## src/rtl/regfile_scoreboard.sv

```systemverilog
// Register file (x0 hardwired to zero) with a one-bit-per-register pending-write
// scoreboard and a registered count of outstanding reservations.
module regfile_scoreboard #(
    parameter int XLEN   = 32,
    parameter int AW     = 5,
    parameter int BYPASS = 1
) (
    input  logic            clk,
    input  logic            reset,
    input  logic            RegW,
    input  logic [AW-1:0]   Rd,
    input  logic [XLEN-1:0] Wd,
    input  logic [AW-1:0]   Rs1,
    input  logic [AW-1:0]   Rs2,
    output logic [XLEN-1:0] rd1,
    output logic [XLEN-1:0] rd2,
    input  logic            Alloc,
    input  logic [AW-1:0]   AllocRd,
    input  logic            Flush,
    output logic            busy1,
    output logic            busy2,
    output logic            hazard,
    output logic [AW:0]     pend_cnt
);
    localparam int NREG = 2**AW;

    logic [XLEN-1:0] regs [NREG];
    logic [NREG-1:0] pend;
    logic [NREG-1:0] pend_next;
    logic            wb_v;
    logic            alloc_v;
    logic            set_new;
    logic            clr_real;

    assign wb_v    = RegW && (Rd != '0);
    assign alloc_v = Alloc && (AllocRd != '0);

    always_ff @(posedge clk or negedge reset) begin
        if (!reset) begin
            for (int i = 0; i < NREG; i++) regs[i] <= '0;
        end else if (wb_v) begin
            regs[Rd] <= Wd;
        end
    end

    // Forwarding is suppressed during reset so reads stay at zero.
    always_comb begin
        rd1 = regs[Rs1];
        rd2 = regs[Rs2];
        if (BYPASS != 0 && reset && wb_v && Rd == Rs1) rd1 = Wd;
        if (BYPASS != 0 && reset && wb_v && Rd == Rs2) rd2 = Wd;
        if (Rs1 == '0) rd1 = '0;
        if (Rs2 == '0) rd2 = '0;
    end

    // Alloc is applied after the clear so it wins on a same-register collision.
    always_comb begin
        pend_next = pend;
        if (wb_v) pend_next[Rd] = 1'b0;
        if (alloc_v) pend_next[AllocRd] = 1'b1;
        pend_next[0] = 1'b0;
    end

    assign set_new  = alloc_v && !pend[AllocRd];
    assign clr_real = wb_v && pend[Rd] && !(alloc_v && AllocRd == Rd);

    always_ff @(posedge clk or negedge reset) begin
        if (!reset) begin
            pend     <= '0;
            pend_cnt <= '0;
        end else if (Flush) begin
            pend     <= '0;
            pend_cnt <= '0;
        end else begin
            pend     <= pend_next;
            pend_cnt <= pend_cnt + (AW+1)'(set_new) - (AW+1)'(clr_real);
        end
    end

    assign busy1  = pend[Rs1];
    assign busy2  = pend[Rs2];
    assign hazard = busy1 | busy2;
endmodule

```

## config.mk

```make
export PLATFORM = sky130hd
export DESIGN_NAME = regfile_scoreboard
export DESIGN_NICKNAME = d
export VERILOG_FILES = /design/src/rtl/regfile_scoreboard.sv
export SDC_FILE = /design/constraint.sdc
export NUM_CORES = 2
export LEC_CHECK = 0
export ABC_CLOCK_PERIOD_IN_PS = 5800
export CAP_MARGIN = 20
export CORE_MARGIN = 2
export CORE_UTILIZATION = 40
export CTS_CLUSTER_DIAMETER = 60
export DETAILED_ROUTE_END_ITERATION = 6
export DONT_BUFFER_PORTS = 1
export GPL_ROUTABILITY_DRIVEN = 1
export GPL_TIMING_DRIVEN = 1
export PLACE_DENSITY = 0.58
export SETUP_SLACK_MARGIN = 0.05
export SYNTH_ARGS = -nofsm -noshare
export SYNTH_HDL_FRONTEND = slang
export SYNTH_SLANG_ARGS = --single-unit
```

## constraint.sdc

```tcl
create_clock -name clk -period 5.8 [get_ports clk]
set_input_delay 0.58 -clock clk [delete_from_list [all_inputs] [get_ports clk]]
set_output_delay 0.58 -clock clk [all_outputs]
set_load 0.005 [all_outputs]
```

==> impl_metrics.ini <==
[placed_design]
portBuffers = 0
gp_congestion = 0.8189
hpwl_um = 92690

[worst_setup_path]
critPathRequiredTime_ps = 5220
path_class = input pin to output pin
critPathCaptureType = output pin
critical_path.max_fanout = 227
critPathLaunchType = input pin
slowest_stage = and4_2
crit_path_cell_trace = buf_16 -> buf_16 -> nand2_1 -> a21oi_1 -> and4_2 -> buf_4 -> nor3_1 -> nor3_1
r2r_cells = 12
r2r-end = pend_cnt[5]
max_stage_delay_ps = 920
crit_arrival_ps = 4280
r2r_setup_slack_ps = 2540
reg2reg_from = pend[28]

[power]
p_leak_nw = 27.30
ir_worst_vdd_uv = 255.6
power_mw = 21.53
cellPowerDensity_nw_per_um2 = 338.1

[sta]
fmaxAchievable_mhz = 205.9
setup_tns_ps = 0
finalCritPeriodShare_pct = 83.72
worstMarginPinSlew_ps = 2158
holdWs_ps = -173.7
setup_viol = 0
slew_headroom_pct = -43.86
drv_slew = 285
hold_viol_final = 19
rsz0062_at_grt = no
skew_ps = 8.715
period_minus_slack_ps = 4856

[drt]
initialDrtViolationCount = 3191
routed_via_density = 6.329
num_vias = 37610
ant_nets = 0
firstDrtPassIters = 6
drcViolationCount = 0
finalWirelength_um = 182500
wl_per_cell_um = 30.71

[cells_and_area]
final_nets = 4001
final_common_cell = mux2_2
area_growth_pct = 10.48
drive_gt1_share_pct = 46.38
mostFrequentLayoutCells = 1106 x mux2_2, 1061 x dfrtp_1, 413 x mux4_2, 215 x nor2_1, 184 x nor3_1

[grt]
grt_pass1_wl_um = 266500
track_usage_pct = 24.53
antenna_found_initial = 1
grt_overflow = 0
grt_pass1_vias = 38340
grt_max_degree = 1063

[outcome]
status = finished, violations left
violations = negative hold slack, max-slew violations

[flow_run]
cap_violations = 0

[yosys]
synth_edf_count = 0
ys_ff_latch = 1061
synth_nets = 4239
synthCells = 4175
synthFlopType = dfrtp_1
yosysWarnings = 0
async_flop_share_pct = 100.0
synth_cell_types = 59
ys_seq_area_share_pct = 46.06
avgSynthCellArea_um2 = 13.81
synth_area_um2 = 57640

[clock_tree]
cts.sinks = 1061
cts_buffers = 121
clk_pin_slew_ps = 60
cts_tree = yes
cts_max_level = 3
cts_root_buf = clkbuf_16
clk_latency_ps = 720
clockBufferDepth = 3

[die]
initial_core_util_pct = 40.22
die_h_um = 383.6
coreArea_um2 = 143300
dieArea_um2 = 147100
rows = 139
io_pins = 130
fp.dieW_um = 383.6

[worst_hold_path]
min_path_type = input pin to async pin
## cells by family (layout without fill, tap and decap cells)
family / Yosys count / after routing / share of synthesized area [%]
other: 0 / 1 / 0
flip-flops: 1061 / 1061 / 46.06
AND/OR/NAND/NOR: 551 / 551 / 4.424
adder cells (fa/ha/maj): 7 / 7 / 0.1650
XOR/XNOR: 18 / 18 / 0.2735
buffers and inverters: 485 / 348 / 3.801
AO/OA/AOI/OAI: 398 / 398 / 5.164
multiplexers: 1655 / 1655 / 40.11
## cell usage after synthesis (all sizes together) (6+ instances only)
cell type | count | area share [%]
ha | 6 | 0.13
nand3 | 7 | 0.061
o21a | 19 | 0.25
a221oi | 18 | 0.27
xor2 | 11 | 0.17
o22ai | 126 | 1.4
o21ai | 50 | 0.43
nor3 | 187 | 1.6
dfrtp | 1061 | 46
nor3b | 6 | 0.10
or2 | 6 | 0.065
buf | 224 | 2.1
clkbuf | 248 | 1.6
or3 | 18 | 0.20
mux2 | 1107 | 22
mux4 | 413 | 16
a22oi | 26 | 0.34
nand2b | 7 | 0.076
nor2 | 225 | 1.5
xnor2 | 7 | 0.11
nor2b | 9 | 0.098
mux2i | 135 | 2.3
a211oi | 20 | 0.42
inv | 13 | 0.085
nand2 | 65 | 0.42
a221o | 44 | 0.76
o221ai | 63 | 0.96
a21oi | 17 | 0.15
## per-layer routing
layer	vias up	GRT usage [%]	share of wire, %
li1	15540	-	-
met1	20410	32.92	42
met2	1328	40.52	48
met3	328	4.100	6.3
met4	0	8.054	3.3
met5	-	0	0
## repair_timing
action | 4_1_cts | 5_1_grt
resized for setup | 0 | 0
buffers inserted | 0 | 0
setup endpoints to repair | 0 | 28
hold endpoints to repair | 2070 | 85
hold buffers | 33 | 2
## flip-flops by register name (all words and copies together), names as in the netlist
| register | flops |
|---|---|
| regs | 1024 |
| pend_cnt | 6 |
| pend | 31 |
## area by class of cell
class                           instances  area, um^2
Fill cell                           12860       79630
Clock inverter                         48       545.5
Timing Repair Buffer                  111        1406
Tap cell                             1903        2381
Inverter                               13       48.80
Antenna cell                            1       2.502
Multi-Input combinational cell       2629       29190
Sequential cell                      1061       26550
Clock buffer                          176        3556
## worst max-delay path: cells and delay by family
kind,cells,cell delay (ps)
buf+inv,3,1440
simple gates,4,1550
compound gates,1,270
## through the flow
| stage | hold WS [ps] | cells | setup WS [ps] | area (um^2) | util [%] |
|---|---|---|---|---|---|
| 4_1_cts | -416.7 | 5910 | 2063 | 63000 | 43.96 |
| 2_1_floorplan | 284.4 | 4175 | 2158 | 57640 | - |
| 6_report | -173.7 | 5942 | 944.2 | 63680 | 44.44 |
| 3_5_place_dp | 384.7 | 5653 | 2017 | 58540 | 40.85 |
| 3_3_place_gp | 378.4 | 5653 | 2005 | 58540 | 40.85 |
| 5_1_grt | 73.90 | 5942 | 464.5 | 63680 | 44.44 |
## how the worst max path moves through the flow
stage	start	slack (ps)	cells past startpoint	endpoint
2_1_floorplan	AllocRd[1]	2160	13	pend_cnt[5]
3_3_place_gp	reset	2010	6	rd1[14]
3_5_place_dp	reset	2020	6	rd1[14]
4_1_cts	reset	2060	6	rd1[14]
5_1_grt	reset	460	8	rd1[14]
6_report	reset	940	8	rd1[14]
## power by group
group	internal [mW]	total, mW	leakage (nW)	switching [mW]
clock	4.58	7.90	2.03	3.32
sequential	8.77	9.72	13.7	0.947
combinational	2.48	3.92	11.6	1.44
Note: power is estimated with default switching activity, not from simulation.
